`config.mk`:
```
export PLATFORM = sky130hd
export DESIGN_NAME = uart_frame_parser
export DESIGN_NICKNAME = d
export VERILOG_FILES = /design/src/rtl/uart_frame_pkg.sv /design/src/rtl/uart_frame_buf.sv /design/src/rtl/uart_frame_parser.sv
export SDC_FILE = /design/constraint.sdc
export NUM_CORES = 1
export LEC_CHECK = 0
export BUFFER_PORTS_ARGS = -buffer_cell sky130_fd_sc_hd__buf_2
export CAP_MARGIN = 10
export CORE_MARGIN = 3
export CORE_UTILIZATION = 55
export CTS_CLUSTER_SIZE = 28
export DETAILED_ROUTE_END_ITERATION = 10
export GPL_ROUTABILITY_DRIVEN = 0
export HOLD_SLACK_MARGIN = 0.08
export PLACE_DENSITY = 0.77
export SLEW_MARGIN = 20
export SYNTH_ARGS = -nofsm -noshare
export SYNTH_HDL_FRONTEND = slang
export SYNTH_HIERARCHICAL = 1
export SYNTH_SLANG_ARGS = --single-unit
```
`constraint.sdc`:
```
create_clock -name sclk -period 2.1 [get_ports sclk]
set_input_delay 0.315 -clock sclk [delete_from_list [all_inputs] [get_ports sclk]]
set_output_delay 0.315 -clock sclk [all_outputs]
set_load 0.03 [all_outputs]
```
`src/rtl/uart_frame_pkg.sv`:
```
// Shared constants and types for the UART frame parser: header bytes,
// default payload limit and the parser state encoding.
package uart_frame_pkg;

  localparam logic [7:0] HDR0            = 8'hAA;
  localparam logic [7:0] HDR1            = 8'h55;
  localparam int         DEFAULT_MAX_LEN = 16;

  typedef enum logic [2:0] {
    HUNT0,
    HUNT1,
    CMD,
    LEN,
    PAY,
    CHK,
    DRAIN
  } state_t;

endpackage

```
`src/rtl/uart_frame_buf.sv`:
```
// Payload store for one frame: DEPTH x 8 register file, synchronous write,
// combinational read. Out-of-range addresses are ignored on write and read 0.
module uart_frame_buf
  import uart_frame_pkg::*;
#(
  parameter int DEPTH = DEFAULT_MAX_LEN
) (
  input  logic       clk,
  input  logic       we,
  input  logic [4:0] waddr,
  input  logic [7:0] wdata,
  input  logic [4:0] raddr,
  output logic [7:0] rdata
);

  localparam int         AW        = (DEPTH > 1) ? $clog2(DEPTH) : 1;
  localparam logic [4:0] DEPTH_LIM = 5'(DEPTH);

  logic [7:0] mem [DEPTH];

  // Capture a payload byte into its slot when the parser writes one
  always_ff @(posedge clk) begin
    if (we && (waddr < DEPTH_LIM)) begin
      mem[waddr[AW-1:0]] <= wdata;
    end
  end

  assign rdata = (raddr < DEPTH_LIM) ? mem[raddr[AW-1:0]] : 8'h00;

endmodule

```
`src/rtl/uart_frame_parser.sv`:
```
// Parses AA 55 CMD LEN payload CHK frames from a UART byte stream, checks the
// XOR checksum, then drains the stored payload over a valid/ready interface.
module uart_frame_parser
  import uart_frame_pkg::*;
#(
  parameter int MAX_LEN     = DEFAULT_MAX_LEN,
  parameter int TIMEOUT_CYC = 20000
) (
  input  logic       sclk,
  input  logic       s_rst,
  input  logic [7:0] rx_data,
  input  logic       po_flag,
  output logic [7:0] out_cmd,
  output logic [4:0] out_len,
  output logic [7:0] out_data,
  output logic       out_valid,
  output logic       out_last,
  input  logic       out_ready,
  output logic       frame_ok,
  output logic       err_chk,
  output logic       err_len,
  output logic       err_tmo,
  output logic       err_ovf
);

  localparam int          TW       = $clog2(TIMEOUT_CYC + 1);
  localparam logic [7:0]  MAX_LEN8 = 8'(MAX_LEN);
  localparam logic [TW-1:0] TMO_LAST = TW'(TIMEOUT_CYC - 1);

  state_t        state;
  state_t        nxt_state;
  logic [7:0]    cmd_q;
  logic [4:0]    len_q;
  logic [7:0]    xor_q;
  logic [4:0]    wr_idx;
  logic [4:0]    rd_idx;
  logic [TW-1:0] tmo_cnt;
  logic [7:0]    rd_byte;
  logic          counting;
  logic          tmo_hit;
  logic          len_bad;
  logic          chk_match;
  logic          drain_last;
  logic          buf_we;
  logic          ev_ok;
  logic          ev_chk;
  logic          ev_len;
  logic          ev_tmo;
  logic          ev_ovf;

  assign counting   = (state == HUNT1) || (state == CMD) || (state == LEN) ||
                      (state == PAY)   || (state == CHK);
  assign tmo_hit    = counting && !po_flag && (tmo_cnt == TMO_LAST);
  assign len_bad    = (rx_data == 8'd0) || (rx_data > MAX_LEN8);
  assign chk_match  = (rx_data == xor_q);
  assign drain_last = (rd_idx == (len_q - 5'd1));
  assign buf_we     = (state == PAY) && po_flag && !s_rst;
  assign out_cmd    = cmd_q;
  assign out_len    = len_q;

  uart_frame_buf #(
    .DEPTH(MAX_LEN)
  ) u_buf (
    .clk  (sclk),
    .we   (buf_we),
    .waddr(wr_idx),
    .wdata(rx_data),
    .raddr(rd_idx),
    .rdata(rd_byte)
  );

  // State register; reset abandons any frame in progress
  always_ff @(posedge sclk) begin
    if (s_rst) begin
      state <= HUNT0;
    end else begin
      state <= nxt_state;
    end
  end

  // Next-state decode: a timeout wins only when no byte arrives that cycle
  always_comb begin
    nxt_state = state;
    if (tmo_hit) begin
      nxt_state = HUNT0;
    end else begin
      unique case (state)
        HUNT0: if (po_flag && (rx_data == HDR0)) nxt_state = HUNT1;
        HUNT1: begin
          if (po_flag) begin
            if (rx_data == HDR1)      nxt_state = CMD;
            else if (rx_data == HDR0) nxt_state = HUNT1;
            else                      nxt_state = HUNT0;
          end
        end
        CMD:   if (po_flag) nxt_state = LEN;
        LEN:   if (po_flag) nxt_state = len_bad ? HUNT0 : PAY;
        PAY:   if (po_flag && (wr_idx == (len_q - 5'd1))) nxt_state = CHK;
        CHK:   if (po_flag) nxt_state = chk_match ? DRAIN : HUNT0;
        DRAIN: if (out_ready && drain_last) nxt_state = HUNT0;
        default: nxt_state = HUNT0;
      endcase
    end
  end

  // Output decode: drain interface plus the per-cycle event conditions
  always_comb begin
    out_valid = (state == DRAIN);
    out_last  = (state == DRAIN) && drain_last;
    out_data  = (state == DRAIN) ? rd_byte : 8'h00;
    ev_ok     = (state == CHK) && po_flag && chk_match;
    ev_chk    = (state == CHK) && po_flag && !chk_match;
    ev_len    = (state == LEN) && po_flag && len_bad;
    ev_tmo    = tmo_hit;
    ev_ovf    = (state == DRAIN) && po_flag;
  end

  // Turn event conditions into registered single-cycle pulses
  always_ff @(posedge sclk) begin
    if (s_rst) begin
      frame_ok <= 1'b0;
      err_chk  <= 1'b0;
      err_len  <= 1'b0;
      err_tmo  <= 1'b0;
      err_ovf  <= 1'b0;
    end else begin
      frame_ok <= ev_ok;
      err_chk  <= ev_chk;
      err_len  <= ev_len;
      err_tmo  <= ev_tmo;
      err_ovf  <= ev_ovf;
    end
  end

  // Frame datapath: header fields, running XOR, indices and the idle timer
  always_ff @(posedge sclk) begin
    if (s_rst) begin
      cmd_q   <= 8'h00;
      len_q   <= 5'd0;
      xor_q   <= 8'h00;
      wr_idx  <= 5'd0;
      rd_idx  <= 5'd0;
      tmo_cnt <= '0;
    end else begin
      if (po_flag || !counting || tmo_hit) begin
        tmo_cnt <= '0;
      end else begin
        tmo_cnt <= tmo_cnt + 1'b1;
      end
      case (state)
        CMD: begin
          if (po_flag) begin
            cmd_q <= rx_data;
            xor_q <= rx_data;
          end
        end
        LEN: begin
          if (po_flag && !len_bad) begin
            len_q  <= rx_data[4:0];
            xor_q  <= xor_q ^ rx_data;
            wr_idx <= 5'd0;
          end
        end
        PAY: begin
          if (po_flag) begin
            xor_q  <= xor_q ^ rx_data;
            wr_idx <= wr_idx + 5'd1;
          end
        end
        CHK: begin
          if (po_flag) begin
            rd_idx <= 5'd0;
          end
        end
        DRAIN: begin
          if (out_ready) begin
            rd_idx <= drain_last ? 5'd0 : (rd_idx + 5'd1);
          end
        end
        default: ;
      endcase
    end
  end

endmodule
```
---- After elaboration in Yosys (flattened, before gate mapping) ----
Memories as Yosys holds them, arrays and structs flattened. A register that Yosys moved wholly into a read port is not among the register bits.
Index checks and enable logic that the tools add are counted.
word-level totals
  output and inout port bits .............. 28
  memories ................................ 1
  input bits .............................. 12
  RAM bits ................................ 128
  logic and storage cells ................. 113
  bits in registers ....................... 54
  latch bits .............................. 0
  ROM bits ................................ 0
memory list
  name       depth  width  rd ports  clocked after Yosys merged registers in  write ports  line                  text
  u_buf.mem  16     8      1         1                                        1            uart_frame_buf.sv:19  logic [7:0] mem [DEPTH];
operators by class
  multiply operators ...................... 0
  mux-type cells .......................... 29
  magnitude comparators ................... 3
  shifts and indexed selects .............. 0
  add/subtract/negate cells ............... 4
  divide/modulo/power cells ............... 0
  bitwise logic cells ..................... 1
  equal/unequal tests ..................... 22
  reductions and logical operators ........ 41
operator list
  cell                     count
  $mux W8                  5
  $mux W3                  9
  $mux W5                  5
  $pmux W8 S3              1
  $pmux W3 S7              1
  $pmux W5 S2              2
  $logic_and A1 B1 Y1      16
  $add A15 B1 Y15 const B  1
  $eq A15 B15 Y1 const B   1
  $ne A2 B2 Y1 const B     6
  $add A5 B1 Y5 const B    2
  $eq A5 B5 Y1             2
  $lt A5 B5 Y1 const B     2
  $eq A3 B3 Y1 const B     3
  $eq A8 B7 Y1 const B     1
  $eq A8 B8 Y1             1
  $eq A8 B8 Y1 const B     1
  $gt A8 B5 Y1 const B     1
  $logic_not A8 Y1         1
  $mux W4                  2
  $ne A2 B1 Y1 const B     4
  $xor A8 B8 Y8            1
  $logic_or A1 B1 Y1       7
  $reduce_and A7 Y1        1
  other kinds (13)         24

---- Depth between registers and ports, before layout ----
Gate-level depths: netlist of the first run.
  depth after elaboration ................. 9
  depth in mapped cells ................... 9
  depth with buffers taken out ............ 8

---- Hierarchy ----
Netlist of the first run, hierarchy kept.
modules (own cells, without submodules)
  module             times used  seq. area each (µm²)  area an instance (µm²)  cells an instance
  uart_frame_buf     1           3843.7                5079.9                  226
  uart_frame_parser  1           1081.0                2917.8                  352

---- Least setup slack after synthesis of the first run ----
OpenSTA, ideal clock, no wires.
  path type ............................... reg-to-output
  start point ............................. reg len_q[0] (netlist: out_len[0])
  end point ............................... out out_last
  cell stages (with the launch flop) ...... 8
  required time ........................... 1.785 ns
  buffers on the path ..................... 1
  arrival ................................. 2.023 ns
  slack ................................... -0.238 ns
  path through ............................ dfxtp_1 > inv_1 > ha_1 > clkbuf_1 > o21ba_2 > a22oi_1 > o2111ai_1 > nor2_1
between the ends
  word-level cells in the longest chain between the ends .. 3
RTL lines
  element                 line                      text
  start, declared         uart_frame_parser.sv:33   logic [4:0] len_q;
  start signal, assigned  uart_frame_parser.sv:159  len_q <= rx_data[4:0];
  $sub A5 B1 Y5           uart_frame_parser.sv:56   assign drain_last = (rd_idx == (len_q - 5'd1));
  $eq A5 B5 Y1            uart_frame_parser.sv:56
  $logic_and A1 B1 Y1     uart_frame_parser.sv:109  out_last = (state == DRAIN) && drain_last;
  end, declared           uart_frame_parser.sv:17   output logic out_last,
Every way passes these cells.

---- Worst setup path in the final report of the first run ----
  start point ............................. reg rd_idx[0]
  end point ............................... out out_data[1]
between the ends
  word-level cells in the longest chain between the ends .. 3
RTL lines
  element                 line                      text
  start, declared         uart_frame_parser.sv:36   logic [4:0] rd_idx;
  start signal, assigned  uart_frame_parser.sv:177  rd_idx <= drain_last ? 5'd0 : (rd_idx + 5'd1);
  $lt A5 B5 Y1            uart_frame_buf.sv:28      assign rdata = (raddr < DEPTH_LIM) ? mem[raddr[AW-1:0]] : 8'h00;
  $mux W8                 uart_frame_buf.sv:28
  net rd_byte[1]          uart_frame_parser.sv:38   logic [7:0] rd_byte;
  $mux W8                 uart_frame_parser.sv:110  out_data = (state == DRAIN) ? rd_byte : 8'h00;
  end, declared           uart_frame_parser.sv:15   output logic [7:0] out_data,
The timed path passes the listed nets, and every way through them passes these cells.

==> flow_metrics.tcl, run 1 <==
set metrics [dict create \
    setup_viol 9 \
    drt_iter0_markers 600 \
    outcome "finished, violations left" \
    arrival_ps 2210 \
    wirelength_um 19870 \
    critPathKind "flip-flop to primary output" \
    first_pass_iters 5 \
    async_reset_ff_share_pct 0 \
    min_path_type "input pin to flip-flop" \
    grt_pass1_vias 5594 \
    finalCriticalPeriod_ps 2522 \
    synth_seq_cells 182 \
    period_share_pct 120.1 \
    clockBufferDepth 2 \
    start_util_pct 56.95 \
    synth_flop_cell "edfxtp_1" \
    cts_tree "yes" \
    clkTransAtPathRegs_ps 70 \
    vias_per_cell 6.393 \
    wl_per_cell_um 23.16 \
    crit_path_max_fanout 6 \
    io_pins 40 \
    avgSynthCellArea_um2 13.84 \
    ir_drop_v 0.0005672 \
    cp_data_required_time_ps 1780 \
    num-fill-cells 902 \
    layout.cells.non_filler 858 \
    grt_max_degree 27 \
    rsz0062_at_grt "yes" \
    finalHoldViolCount 0 \
    synth-edff-count 128 \
    grt_pass1_wl_um 31440 \
    yosysSeqAreaShare_pct 61.58 \
    syn2layout_area_growth_pct 20.42 \
    clock-sinks 182 \
    diodes 0 \
    yosysWarnings 6 \
    rows 43 \
    dp_cells 820 \
    final_nets 683 \
    synth_cells 578 \
    violations "setup timing" \
    slew_headroom_pct 62.98 \
    gr-usage-all-layers_pct 25.92 \
    drive_gt1_share_pct 30.83 \
    htreeDepth 4 \
    tightest_slew_ps 554.0 \
    maxClockFrequency_mhz 396.5 \
    cts_root_buffer "clkbuf_16" \
    route.detailed.drc 0 \
    clk_latency_ps 430 \
    cts_made_buffers 17 \
    vias 5485 \
    drv_slew 0 \
    grt_overflow 0 \
    die_area_um2 16020 \
    crit_path_end_kind "primary output" \
    synth_area_um2 7998 \
    tns_ps -3009 \
    core-area_um2 14040 \
    die_h_um 126.6 \
    max_cap_viol_count 0 \
    portBuffers 39 \
    synthDistinctLibCells 59 \
    startpoint_type "flip-flop" \
    fp.dieW_um 126.6 \
    p_per_area_nw_per_um2 903.8 \
    synth_nets 594 \
    dpl.hpwl_um 12310 \
    antenna_left 0 \
    setup_ws_ps -422.1 \
    fin_skew_ps 7.813 \
    antenna_found_initial 0 \
    p_leak_nw 3.387 \
]
==> sequential cells by signal (all words and copies together) (netlist names) <==
register,count
tmo_cnt,15
u_buf/mem,128
wr_idx,5
out_len,5
xor_q,8
out_cmd,8
state,3
frame_ok,1
err_tmo,1
err_len,1
err_ovf,1
rd_idx,5
err_chk,1
==> layer usage <==
metal	vias up	track usage (%)	wire length (µm)
li1	2353	-	-
met1	2754	33.79	7672
met2	315	43.03	9997
met3	63	4.463	1412
met4	0	11.42	785
met5	-	0	0
==> cell usage in the layout (no fill, tap or decap), types with 21 or more instances in the layout <==
cell      Yosys  final
edfxtp_1    128    128
nor2_1       57     54
buf_4         3     54
dfxtp_1      54     48
nand2_1      35     34
mux4_2       11     32
buf_2         9     30
xnor2_1      22     21
==> logic make-up after synthesis <==
group                      after synthesis  share of synthesized area [%]
AOI/OAI and AO/OA                       75                          6.571
adders and majority gates                4                         0.6258
DFF                                    182                          61.58
and+or+nand+nor                        184                          11.73
buffers and inverters                   43                          2.769
xor gates and xnor gates                40                          4.474
muxes                                   50                          12.25
==> worst max-delay path: stages (launching register included) <==
cell     delay (ps)
dfxtp_4         450
buf_12          160
mux4_2          540
a22oi_2         220
nand3_2         100
and3_4          180
buf_6           130
==> cell type report <==
cell class	count	area [µm²]	share of cell area [%]
Sequential cell	182	4937	51.27
Multi-Input combinational cell	353	2934	30.47
Timing Repair Buffer	103	840.8	8.731
Clock buffer	18	429.2	4.456
Clock inverter	12	226.5	2.352
Tap cell	180	225.2	2.339
Inverter	10	37.54	0.3898
==> synthesized netlist by cell type (6+ instances only) <==
master / instances / area share [%]
o22ai_1: 7 / 0.55
mux2i_1: 18 / 2.3
nor2b_1: 12 / 0.94
nor3_1: 12 / 0.75
nor2_1: 57 / 2.7
nor3b_1: 6 / 0.56
mux4_1: 21 / 6.9
nand4_1: 8 / 0.63
a22o_1: 8 / 0.88
xnor2_1: 22 / 2.4
clkbuf_1: 15 / 0.70
edfxtp_1: 128 / 48
nand2_1: 35 / 1.6
a32o_1: 7 / 0.88
nand3_1: 14 / 0.88
nand2b_1: 6 / 0.47
buf_2: 9 / 0.56
a21oi_1: 11 / 0.69
inv_1: 10 / 0.47
mux4_2: 11 / 3.1
xor2_1: 17 / 1.9
o21ai_0: 17 / 1.1
and3_1: 12 / 0.94
dfxtp_1: 54 / 14
==> path summary, 6_finish.rpt <==
kind / from / end / slack, ps / depth (start not counted)
max reg2reg: rd_idx[4] / rd_idx[0] / 70 / 7
min reg2reg: tmo_cnt[0] / tmo_cnt[0] / 460 / 1
max: rd_idx[0] / out_data[1] / -420 / 6
min: rx_data[1] / u_buf/mem[14][1] / 290 / 1
==> where the power goes <==
part	switching, mW	total, mW	leakage [nW]	internal, mW
clock network	1.35	3.57	0.318	2.23
logic	0.656	1.10	1.48	0.440
registers	0.0930	4.03	1.59	3.94
total	2.09	8.70	3.39	6.61
==> per-stage QoR <==
stage	area (µm²)	util, %	total power, mW	hold WS (ps)	worst slack, ps
final	9630	68.58	8.704	291.9	-422.1
after global routing	9630	68.58	8.999	288.7	-483.6
after CTS	9630	68.58	8.699	279.2	-436.5
after detailed placement	8717	62.08	5.168	457.4	-75.57
after global placement	8717	62.08	5.115	435.9	-6.689
after floorplan	8021	-	4.809	413.9	-37.52
==> what timing repair did <==
action	4_1_cts	5_1_grt
pin swaps	16	8
setup buffers	7	1
endpoints found under the setup margin	9	94
cloned	3	0
resized for setup	66	20
hold buffers	0	0
No activity file was read; power rests on OpenSTA's default activity.
==> inputs of run 2 (changes only) <==
Settings changed: ABC_CLOCK_PERIOD_IN_PS set to 2100, CELL_PAD_IN_SITES_DETAIL_PLACEMENT set to 1, CELL_PAD_IN_SITES_GLOBAL_PLACEMENT set to 2, CORE_UTILIZATION 55 to 40, SETUP_SLACK_MARGIN set to 0.3.
==> flow_metrics.tcl, run 2 (synthesis results as in run 1) <==
set metrics [dict create \
    rsz0062_at_grt "yes" \
    gr-usage-all-layers_pct 20.89 \
    layout_common_cells "edfxtp_1, buf_4, nor2_1, dfxtp_1, mux4_2" \
    route.detailed.drc 0 \
    cp_data_required_time_ps 1780 \
    clkTransAtPathRegs_ps 80 \
    hold_end "err_ovf" \
    crit_slowest_cell "mux4_2" \
    core-area_um2 19530 \
    cts_made_buffers 17 \
    fin_skew_ps 9.237 \
    portBuffers 39 \
    ctsHoldBuffers 0 \
    rows 51 \
    diodes 0 \
    grt_overflow 0 \
    antenna_left 0 \
    drive_gt1_share_pct 37.52 \
    dp_cells 907 \
    arrival_ps 2190 \
    place_area_um2 8976 \
    wl_per_cell_um 23.08 \
    first_pass_iters 5 \
    critical_path.max_stage_delay_ps 520 \
    p_leak_nw 3.437 \
    htreeDepth 4 \
    min_path_type "input pin to flip-flop" \
    r2r-start "rd_idx[0]" \
    max_cap_viol_count 0 \
    slew_headroom_pct 68.07 \
    die_h_um 147.4 \
    clockBufferDepth 2 \
    finalHoldViolCount 0 \
    io_pins 40 \
    grt_pass1_wl_um 33910 \
    critPathKind "flip-flop to primary output" \
    setup_ws_ps -406.7 \
    final_nets 696 \
    path_cells "buf_12, mux4_2, mux2i_1, o22ai_1, and3_4, buf_6" \
    vias_per_cell 5.458 \
    ir_drop_v 0.0005953 \
    num-fill-cells 1957 \
    final_common_cell "edfxtp_1" \
    path_buf_inv 2 \
    finalCriticalPeriod_ps 2507 \
    hp-start "po_flag" \
    tightest_slew_ps 478.2 \
    layout.cells.non_filler 958 \
    p_per_area_nw_per_um2 843.8 \
    clk_latency_ps 440 \
    clock-sinks 182 \
    largest_reg_flops 128 \
    antenna_found_initial 0 \
    maxClockFrequency_mhz 398.9 \
    vias 5229 \
    drv_slew 0 \
    crit_path_end_kind "primary output" \
    grt_max_degree 28 \
    finalInstanceArea_um2 10080 \
    grt_pass1_vias 5692 \
    r2r_cells 10 \
    period_share_pct 119.4 \
    die_area_um2 21730 \
    wirelength_um 22110 \
    reg2reg_slack_ps 150 \
    dpl.hpwl_um 14940 \
    cts_tree "yes" \
    crit_path_max_fanout 8 \
    setup_viol 9 \
    cts_root_buffer "clkbuf_16" \
    syn2layout_area_growth_pct 25.99 \
    outcome "finished, violations left" \
    fp.dieW_um 147.4 \
    holdPathStages 3 \
    start_util_pct 40.96 \
    cp_top_family "multiplexers" \
    timing.rr.end "state[1]" \
    startpoint_type "flip-flop" \
    violations "setup timing" \
    drt_iter0_markers 319 \
]
-- run 2: cell count changes in the layout (fill, tap and decap cells not counted), sizes merged --
cell / delta
buf: +13
bufinv: -6
clkbuf: -1
clkinv: +4
inv: +5
-- run 2: per-stage QoR --
| stage | hold slack [ps] | utilization, % | setup WS (ps) | power (mW) | setup TNS [ps] |
|---|---|---|---|---|---|
| after floorplan | 413.9 | - | 216.8 | 4.883 | 0 |
| after global placement | 435.9 | 45.97 | -41.83 | 5.233 | -41.83 |
| after detailed placement | 457.3 | 45.97 | -75.68 | 5.290 | -187.1 |
| after CTS | 222.5 | 50.52 | -428.7 | 8.502 | -3348 |
| after global routing | 237.6 | 51.60 | -482.8 | 8.854 | -3839 |
| final | 254.5 | 51.60 | -406.7 | 8.502 | -3157 |
-- run 2: final cells by class --
| cell class | instances | area (µm²) | share of cell area (%) |
|---|---|---|---|
| Timing Repair Buffer | 116 | 1011 | 10.03 |
| Clock inverter | 15 | 180.2 | 1.788 |
| Multi-Input combinational cell | 353 | 3139 | 31.16 |
| Inverter | 10 | 40.04 | 0.3974 |
| Clock buffer | 17 | 425.4 | 4.222 |
| Tap cell | 265 | 331.6 | 3.291 |
| Sequential cell | 182 | 4949 | 49.11 |
-- run 2: how the worst max path moves through the flow --
stage          startpoint           to  cells after the start
4_1_cts         rd_idx[0]  out_data[5]                      6
2_1_floorplan   rd_idx[0]  out_data[1]                      6
5_1_grt         rd_idx[0]  out_data[0]                      6
3_5_place_dp    rd_idx[0]  out_data[5]                      6
6_report        rd_idx[0]  out_data[0]                      6
3_3_place_gp    rd_idx[0]  out_data[3]                      6
-- run 2: repair_timing --
item | in CTS | in global routing
endpoints found under the hold margin | 0 | 0
pin swaps | 16 | 24
gates resized for setup | 52 | 45
setup buffers | 14 | 5
setup endpoints to repair | 112 | 140
-- run 2: metal layers --
layer | GRT usage, % | share of wire, %
met1 | 25.87 | 42
met2 | 37.70 | 54
met3 | 3.433 | 3.2
met4 | 6.337 | 1.5
met5 | 0 | 0
-- run 2: tightest hold or removal path, stage by stage --
cell,delay [ps]
buf_2,110
nand2_2,160
nor2_1,70
-- run 2: power breakdown --
part / switching (mW) / leakage, nW / internal [mW]
Sequential: 0.127 / 1.59 / 3.95
Combinational: 0.723 / 1.55 / 0.520
Clock: 1.57 / 0.290 / 1.61
Total: 2.42 / 3.44 / 6.08
==> inputs of run 3 (changes only) <==
Settings changed: REMOVE_ABC_BUFFERS set to 1.
==> flow_metrics.tcl, run 3 (synthesis results as in run 1) <==
set metrics [dict create \
    io_pins 40 \
    p_per_area_nw_per_um2 846.3 \
    cts_tree "yes" \
    maxClockFrequency_mhz 384.1 \
    cp_data_required_time_ps 1780 \
    p_leak_nw 3.527 \
    ctsHoldBuffers 0 \
    final_nets 703 \
    wirelength_um 22600 \
    period_share_pct 124.0 \
    drive_gt1_share_pct 36.43 \
    syn2layout_area_growth_pct 26.69 \
    final_core_util_pct 51.89 \
    rows 51 \
    ir_drop_v 0.0005802 \
    critPathKind "flip-flop to primary output" \
    grt_pass1_wl_um 34160 \
    rsz0062_at_grt "yes" \
    violations "setup timing" \
    clk_latency_ps 430 \
    setup_ws_ps -503.7 \
    die_h_um 147.4 \
    vias_per_cell 5.584 \
    htreeDepth 4 \
    clkTransAtPathRegs_ps 80 \
    gr-usage-all-layers_pct 20.74 \
    clock-sinks 182 \
    crit_path_max_fanout 6 \
    route.detailed.drc 0 \
    vias 5389 \
    finalCriticalPeriod_ps 2604 \
    whs_ps 295.7 \
    diodes 0 \
    clockBufferDepth 2 \
    place_area_um2 8880 \
    setup_viol 9 \
    dp_slack_ps -222.9 \
    grt_overflow 0 \
    num-fill-cells 1951 \
    max_cap_viol_count 0 \
    start_util_pct 40.96 \
    cts_made_buffers 17 \
    final_common_cell "edfxtp_1" \
    grt_pass1_vias 5777 \
    grt_max_degree 25 \
    dpl.hpwl_um 14350 \
    min_path_type "input pin to flip-flop" \
    core-area_um2 19530 \
    drt_iter0_markers 393 \
    fin_skew_ps 12.68 \
    power.total_mw 8.575 \
    startpoint_type "flip-flop" \
    first_pass_iters 4 \
    arrival_ps 2290 \
    crit_path_end_kind "primary output" \
    layout_common_cells "edfxtp_1, buf_4, nor2_1, dfxtp_1, buf_2" \
    finalHoldViolCount 0 \
    antenna_found_initial 0 \
    outcome "finished, violations left" \
    tightest_slew_ps 604.7 \
    finalInstanceArea_um2 10130 \
    die_area_um2 21730 \
    largest_reg_flops 128 \
    antenna_left 0 \
    cts_root_buffer "clkbuf_16" \
    fp.dieW_um 147.4 \
    portBuffers 39 \
    wl_per_cell_um 23.42 \
    drv_slew 0 \
    slew_headroom_pct 59.63 \
]
## run 3: cell count changes in the layout (fill, tap and decap cells not counted), sizes merged
cell	previous run	this run
inv	17	18
clkbuf	17	18
bufinv	0	1
buf	116	123
clkinvlp	1	2
clkinv	7	3
## run 3: what timing repair did
item | 4_1_cts | 5_1_grt
gates cloned | 2 | 0
endpoints found under the setup margin | 157 | 83
setup buffers | 9 | 8
pin swaps | 15 | 18
resized for setup | 90 | 57
## run 3: final timing paths
kind / from / end / slack, ps / cells past startpoint
setup reg to reg: state[1] / u_buf/mem[8][6] / 80 / 8
setup / recovery: rd_idx[0] / out_data[4] / -500 / 7
hold reg to reg: out_cmd[5] / out_cmd[5] / 480 / 1
hold / removal: rx_data[5] / u_buf/mem[14][5] / 300 / 2
## run 3: cell type report
class | instances | area, µm² | area share, %
repair buffers | 123 | 1109 | 10.94
flip-flops and latches | 182 | 4946 | 48.81
well taps | 265 | 331.6 | 3.272
clock inverters | 14 | 155.1 | 1.531
inverters | 10 | 40.04 | 0.3952
multi-input cells | 353 | 3122 | 30.81
clock buffers | 18 | 429.2 | 4.236
## run 3: power by group
group / total [mW] / switching [mW] / internal (mW)
registers: 4.07 / 0.122 / 3.94
clock network: 3.19 / 1.50 / 1.69
logic: 1.32 / 0.749 / 0.572
## run 3: critical path: stages, from the launching register on
cell and delay (ps):
dfxtp_4 410, buf_12 120, buf_16 120, mux4_1 550
mux2i_1 210, o22ai_1 110, and3_1 180, buf_2 170
## run 3: routing by layer
layer  GRT usage [%]  vias to the layer above  wire length, µm
met4           6.477                        0              423
met5               0                        -                0
met2           35.25                      156            11370
met3           3.219                       24              932
li1                -                     2404                -
met1           27.64                     2805             9871
## run 3: metrics by stage
| step | TNS, ps | instances |
|---|---|---|
| global placement | -923.3 | 914 |
| CTS | -3850 | 957 |
| global route | -4395 | 965 |
| floorplan | -10140 | 545 |
| finish | -3780 | 965 |
| detailed placement | -1899 | 914 |
